**src/rtl/serial_ula_pkg.sv**
```systemverilog
// serial_ula_pkg
// Shared definitions for the bit-serial logic/arithmetic unit:
//   - OP_* : encoding of the 2-bit operation select (AND, OR, ADD, SUB)
//   - state_t : control FSM state type (IDLE, SHIFT, DONE)
//   - is_arith / carry_init : small helpers for carry handling per operation
package serial_ula_pkg;

    localparam logic [1:0] OP_AND = 2'b00;
    localparam logic [1:0] OP_OR  = 2'b01;
    localparam logic [1:0] OP_ADD = 2'b10;
    localparam logic [1:0] OP_SUB = 2'b11;

    typedef enum logic [1:0] {
        ST_IDLE  = 2'd0,
        ST_SHIFT = 2'd1,
        ST_DONE  = 2'd2
    } state_t;

    // Only ADD and SUB produce a meaningful carry out.
    function automatic logic is_arith(input logic [1:0] op);
        return (op == OP_ADD) || (op == OP_SUB);
    endfunction

    // SUB is a + ~b + 1, so its carry chain starts at 1.
    function automatic logic carry_init(input logic [1:0] op);
        return (op == OP_SUB);
    endfunction

endpackage

```
**src/rtl/serial_ula_slice.sv**
```systemverilog
// serial_slice
// Combinational one-bit slice of the serial unit.
// Ports:
//   ai, bi : current operand bits
//   cin    : registered carry from the previous bit
//   sel    : operation select (OP_AND / OP_OR / OP_ADD / OP_SUB)
//   fi     : result bit
//   cout   : carry into the next bit (0 for AND/OR)
module serial_slice
    import serial_ula_pkg::*;
(
    input  logic       ai,
    input  logic       bi,
    input  logic       cin,
    input  logic [1:0] sel,
    output logic       fi,
    output logic       cout
);

    logic bx;

    always_comb begin
        // SUB inverts b so the same full adder computes a + ~b + c.
        bx   = (sel == OP_SUB) ? ~bi : bi;
        fi   = 1'b0;
        cout = 1'b0;
        case (sel)
            OP_AND:  fi = ai & bi;
            OP_OR:   fi = ai | bi;
            default: begin
                fi   = ai ^ bx ^ cin;
                cout = (ai & bx) | (ai & cin) | (bx & cin);
            end
        endcase
    end

endmodule

```
**src/rtl/serial_ula.sv**
```systemverilog
// serial_ula
// Bit-serial AND/OR/ADD/SUB unit. Operands are captured on an accepted
// start and processed one bit per clock, LSB first, through serial_slice.
// Ports:
//   clk   : clock, rising edge
//   rst_n : asynchronous active-low reset
//   start : begin an operation (honoured only in IDLE)
//   sel   : 00 AND, 01 OR, 10 ADD, 11 SUB (a_in - b_in)
//   a_in  : operand A
//   b_in  : operand B
//   busy  : high for the WIDTH cycles an operation is shifting
//   done  : one-cycle pulse when f/cout take the new result
//   f     : result, held until the next result is published
//   cout  : carry out of the MSB for ADD/SUB, 0 for AND/OR
//
// busy/done/f/cout are registered from the FSM state, so they trail the
// state by one clock: with start sampled at edge N, busy is high after
// edges N+1..N+WIDTH and done/f/cout update at edge N+WIDTH+1. The FSM is
// already back in IDLE during the done cycle, so a new start can be taken
// at the very next edge.
module serial_ula
    import serial_ula_pkg::*;
#(
    parameter int WIDTH = 4
) (
    input  logic             clk,
    input  logic             rst_n,
    input  logic             start,
    input  logic [1:0]       sel,
    input  logic [WIDTH-1:0] a_in,
    input  logic [WIDTH-1:0] b_in,
    output logic             busy,
    output logic             done,
    output logic [WIDTH-1:0] f,
    output logic             cout
);

    localparam int             CW   = (WIDTH > 1) ? $clog2(WIDTH) : 1;
    localparam logic [CW-1:0]  LAST = CW'(WIDTH - 1);

    state_t           state_q, state_d;
    logic [CW-1:0]    cnt_q, cnt_d;
    logic [WIDTH-1:0] a_q, a_d;
    logic [WIDTH-1:0] b_q, b_d;
    logic [WIDTH-1:0] res_q, res_d;
    logic [1:0]       sel_q, sel_d;
    logic             carry_q, carry_d;
    logic [WIDTH-1:0] f_q, f_d;
    logic             cout_q, cout_d;
    logic             busy_q, busy_d;
    logic             done_q, done_d;

    logic             slice_f;
    logic             slice_c;

    serial_slice u_slice (
        .ai   (a_q[0]),
        .bi   (b_q[0]),
        .cin  (carry_q),
        .sel  (sel_q),
        .fi   (slice_f),
        .cout (slice_c)
    );

    always_comb begin
        state_d = state_q;
        cnt_d   = cnt_q;
        a_d     = a_q;
        b_d     = b_q;
        res_d   = res_q;
        sel_d   = sel_q;
        carry_d = carry_q;
        f_d     = f_q;
        cout_d  = cout_q;
        busy_d  = (state_q == ST_SHIFT);
        done_d  = (state_q == ST_DONE);

        case (state_q)
            ST_IDLE: begin
                if (start) begin
                    a_d     = a_in;
                    b_d     = b_in;
                    sel_d   = sel;
                    carry_d = carry_init(sel);
                    cnt_d   = '0;
                    res_d   = '0;
                    state_d = ST_SHIFT;
                end
            end
            ST_SHIFT: begin
                // Operands shift right so bit 0 always feeds the slice;
                // results enter at the MSB and settle into place after
                // WIDTH shifts.
                a_d     = {1'b0, a_q[WIDTH-1:1]};
                b_d     = {1'b0, b_q[WIDTH-1:1]};
                res_d   = {slice_f, res_q[WIDTH-1:1]};
                carry_d = slice_c;
                if (cnt_q == LAST) begin
                    cnt_d   = '0;
                    state_d = ST_DONE;
                end else begin
                    cnt_d = cnt_q + CW'(1);
                end
            end
            ST_DONE: begin
                f_d     = res_q;
                cout_d  = is_arith(sel_q) ? carry_q : 1'b0;
                state_d = ST_IDLE;
            end
            default: begin
                state_d = ST_IDLE;
            end
        endcase
    end

    always_ff @(posedge clk or negedge rst_n) begin
        if (!rst_n) begin
            state_q <= ST_IDLE;
            cnt_q   <= '0;
            a_q     <= '0;
            b_q     <= '0;
            res_q   <= '0;
            sel_q   <= '0;
            carry_q <= 1'b0;
            f_q     <= '0;
            cout_q  <= 1'b0;
            busy_q  <= 1'b0;
            done_q  <= 1'b0;
        end else begin
            state_q <= state_d;
            cnt_q   <= cnt_d;
            a_q     <= a_d;
            b_q     <= b_d;
            res_q   <= res_d;
            sel_q   <= sel_d;
            carry_q <= carry_d;
            f_q     <= f_d;
            cout_q  <= cout_d;
            busy_q  <= busy_d;
            done_q  <= done_d;
        end
    end

    assign busy = busy_q;
    assign done = done_q;
    assign f    = f_q;
    assign cout = cout_q;

endmodule

```
**config.mk**
```make
export PLATFORM = sky130hd
export DESIGN_NAME = serial_ula
export DESIGN_NICKNAME = d
export VERILOG_FILES = /design/src/rtl/serial_ula_pkg.sv /design/src/rtl/serial_ula_slice.sv /design/src/rtl/serial_ula.sv
export SDC_FILE = /design/constraint.sdc
export NUM_CORES = 1
export LEC_CHECK = 0
export ABC_AREA = 1
export BUFFER_PORTS_ARGS = -buffer_cell sky130_fd_sc_hd__buf_2
export CAP_MARGIN = 20
export CELL_PAD_IN_SITES_DETAIL_PLACEMENT = 1
export CELL_PAD_IN_SITES_GLOBAL_PLACEMENT = 1
export CORE_MARGIN = 3
export CORE_UTILIZATION = 35
export DETAILED_ROUTE_END_ITERATION = 10
export PLACE_DENSITY = 0.74
export SLEW_MARGIN = 20
export SYNTH_ARGS = -nofsm -noshare
export SYNTH_HDL_FRONTEND = slang
export SYNTH_SLANG_ARGS = --single-unit
```
**constraint.sdc**
```tcl
create_clock -name clk -period 1.6 [get_ports clk]
set_input_delay 0.16 -clock clk [delete_from_list [all_inputs] [get_ports clk]]
set_output_delay 0.16 -clock clk [all_outputs]
set_load 0.01 [all_outputs]
```
==> flow_metrics.tcl <==
set metrics [dict create \
    synth_seq_area_share 0.541 \
    clock_latency_ns 0.32 \
    skew_ns 0.00553 \
    path_buf_inv 0 \
    timing.final.crit_period_ns 1.47 \
    synth_common_cells "nand2_1 (58), dfrtp_1 (26), inv_1 (11), o21ai_0 (11), nand3_1 (9)" \
    max_freq_mhz 681 \
    cp_slowest_stage_delay_ns 0.46 \
    maxCapViolCount 0 \
    syn2layout_area_growth_pct 14.8 \
    cp.arrival_ns 1.74 \
    grt_pass1_wl_mm 4.68 \
    powerDensity_nw_per_um2 1830 \
    synth.ff_latch_count 26 \
    cp-start-kind "register" \
    cts_max_level 1 \
    cts_buffers 3 \
    fillers 409 \
    crit_family "adder cells" \
    post-cts-setup-buffers 0 \
    synth_cells 138 \
    initial_core_util 0.379 \
    worst_pin_slew_ns 0.583 \
    seq_area_um2 651 \
    irDropWorstVdd_mv 0.512 \
    dpl_cell_area_um2 1350 \
    setup_tns_ns 0 \
    finalWirelength_mm 2.57 \
    fin_util 0.435 \
    drive_gt1_frac 0.236 \
    detail-route-antenna-nets 0 \
    drt-initial-drc-count 25 \
    fin_nets 178 \
    place.gp.congestion 0.795 \
    path_common_cell "nand2_1" \
    via_per_inst 4.69 \
    holdWs_ns 0.0719 \
    die_w_um 64.6 \
    async_flop_share 1.00 \
    p_leak_nw 0.760 \
    grt_max_degree 27 \
    syn_area_um2 1200 \
    cp_cell_sequence "nand2_1, xor2_1, fa_1, a21oi_2, nand2_1, nand2_1" \
    rows 20 \
    yosys.cell_count.top_type "nand2_1" \
    diodes 0 \
    drc 0 \
    antenna_found_initial 0 \
    critical_path_required_ns 1.87 \
    cts_sinks 26 \
    io_buffers 19 \
    ctsHoldBuffers 1 \
    multi_input_area_um2 465 \
    wl_per_cell_um 12.5 \
    grt_pass1_vias 1034 \
    ys_types 22 \
    post_cts_resized 0 \
    min_path_type "in -> reg" \
    path_clk_slew_ns 0.13 \
    yosysTopAreaCell "dfrtp_1" \
    fin_cells 205 \
    die_y_um 64.6 \
    setup_viol 0 \
    dp.cells 201 \
    synth_top_area_share 0.541 \
    track_usage 0.148 \
    crit_path_end_kind "register" \
    root_buffer "clkbuf_4" \
    overflow 0 \
    cp_slowest_cell "fa_1" \
    slew_headroom 0.611 \
    cts_tree "yes" \
    syn_nets 153 \
    post-route-period-util 0.918 \
    slew_viol_final 0 \
    clock_path_buffers 2 \
    yosysWarnings 0 \
    num_vias 962 \
    dieArea_um2 4180 \
    hold_viol_final 0 \
    synthTopCellsByArea "dfrtp_1 (54%), nand2_1 (18%), o21ai_0 (4.6%)" \
    pin_count 20 \
    hpwl_mm 2.05 \
    first_pass_iters 4 \
    status "completed" \
    fin_area_um2 1380 \
    critPathKind "reg -> reg" \
    critPathMaxFanout 4 \
    synth_edf_count 0 \
    core_um2 3180 \
    rsz0062_at_grt "no" \
    syn_avg_cell_area_um2 8.72 \
    synth_top_flop_cell "dfrtp_1" \
]
==> path summary, 6_finish.rpt <==
path	startpoint	endpoint	slack, ns	depth (start not counted)
setup / recovery	sel_q[0]$_DFFE_PN0P_	res_q[3]$_DFFE_PN0P_	0.13	6
hold / removal	a_in[3]	a_q[3]$_DFFE_PN0P_	0.07	3
setup reg to reg	sel_q[0]$_DFFE_PN0P_	res_q[3]$_DFFE_PN0P_	0.13	6
hold reg to reg	f[0]$_DFFE_PN0P_	f[0]$_DFFE_PN0P_	0.49	2
max in group asynchronous	rst_n	a_q[3]$_DFFE_PN0P_	0.87	2
min in group asynchronous	rst_n	f[3]$_DFFE_PN0P_	0.35	2
==> flip-flops by register name (all words and copies together) (netlist names) <==
register,count
cnt_q,2
done,1
b_q,4
carry_q,1
f,4
busy,1
a_q,4
cout,1
res_q,4
state_q,2
sel_q,2
==> stage by stage <==
step                      setup WS, ns  power [W]
after floorplan                  0.207    0.00194
after global placement           0.233    0.00221
after detailed placement         0.161    0.00229
after CTS                        0.123    0.00257
after global routing            0.0791    0.00281
final                            0.131    0.00252
==> power by group <==
group | switching, W | internal [W] | leakage (nW)
Sequential | 0.000204 | 0.000934 | 0.332
Combinational | 0.000681 | 0.000430 | 0.414
Clock | 0.000186 | 0.0000884 | 0.0138
==> per-layer routing <==
layer / vias up / share of wire / track usage
met5: - / 0 / 0
met2: 17 / 0.51 / 0.259
met3: 5 / 0.028 / 0.0208
met4: 0 / 0.023 / 0.0712
met1: 465 / 0.44 / 0.176
li1: 475 / - / -
==> cells by family after synthesis <==
kind of cell | synth area share
xor+xnor | 0.00728
simple gates | 0.278
buf+inv | 0.0728
flops | 0.541
fa+ha+maj | 0.0270
compound gates | 0.0748
==> placed cells by master, fill, tap and decap left out <==
cell           Yosys  routed
xor2_1             1       1
nand2_2            4       4
nor2_8             1       1
buf_2              1      19
o21ai_1            1       1
a21oi_2            1       1
buf_4              1       4
nor2_1             1       1
inv_2              3       3
nand2_1           58      58
dfrtp_1           26      26
nand2_4            1       1
o21ai_0           11      11
a21oi_1            1       1
nand3_1            9       9
inv_1             11      11
dlygate4sd3_1      0       1
clkbuf_4           0       3
o21a_1             1       1
fa_1               1       1
ha_1               1       1
o21ai_2            1       1
nor2_4             1       1
==> layout make-up <==
type | instances | share of cell area
timing repair buffer | 24 | 0.0978
sequential | 26 | 0.471
clock buffer | 3 | 0.0163
tap | 44 | 0.0399
multi-input combinational | 94 | 0.337
inverter | 14 | 0.0380
==> worst reg2reg max path: cells and delay by family, from the launching register on <==
family          cells  cell delay (ns)
compound gates      1             0.14
xor+xnor            1             0.19
fa+ha+maj           1             0.46
flops               1             0.43
simple gates        3             0.19
Power figures use the tool's default switching activity.
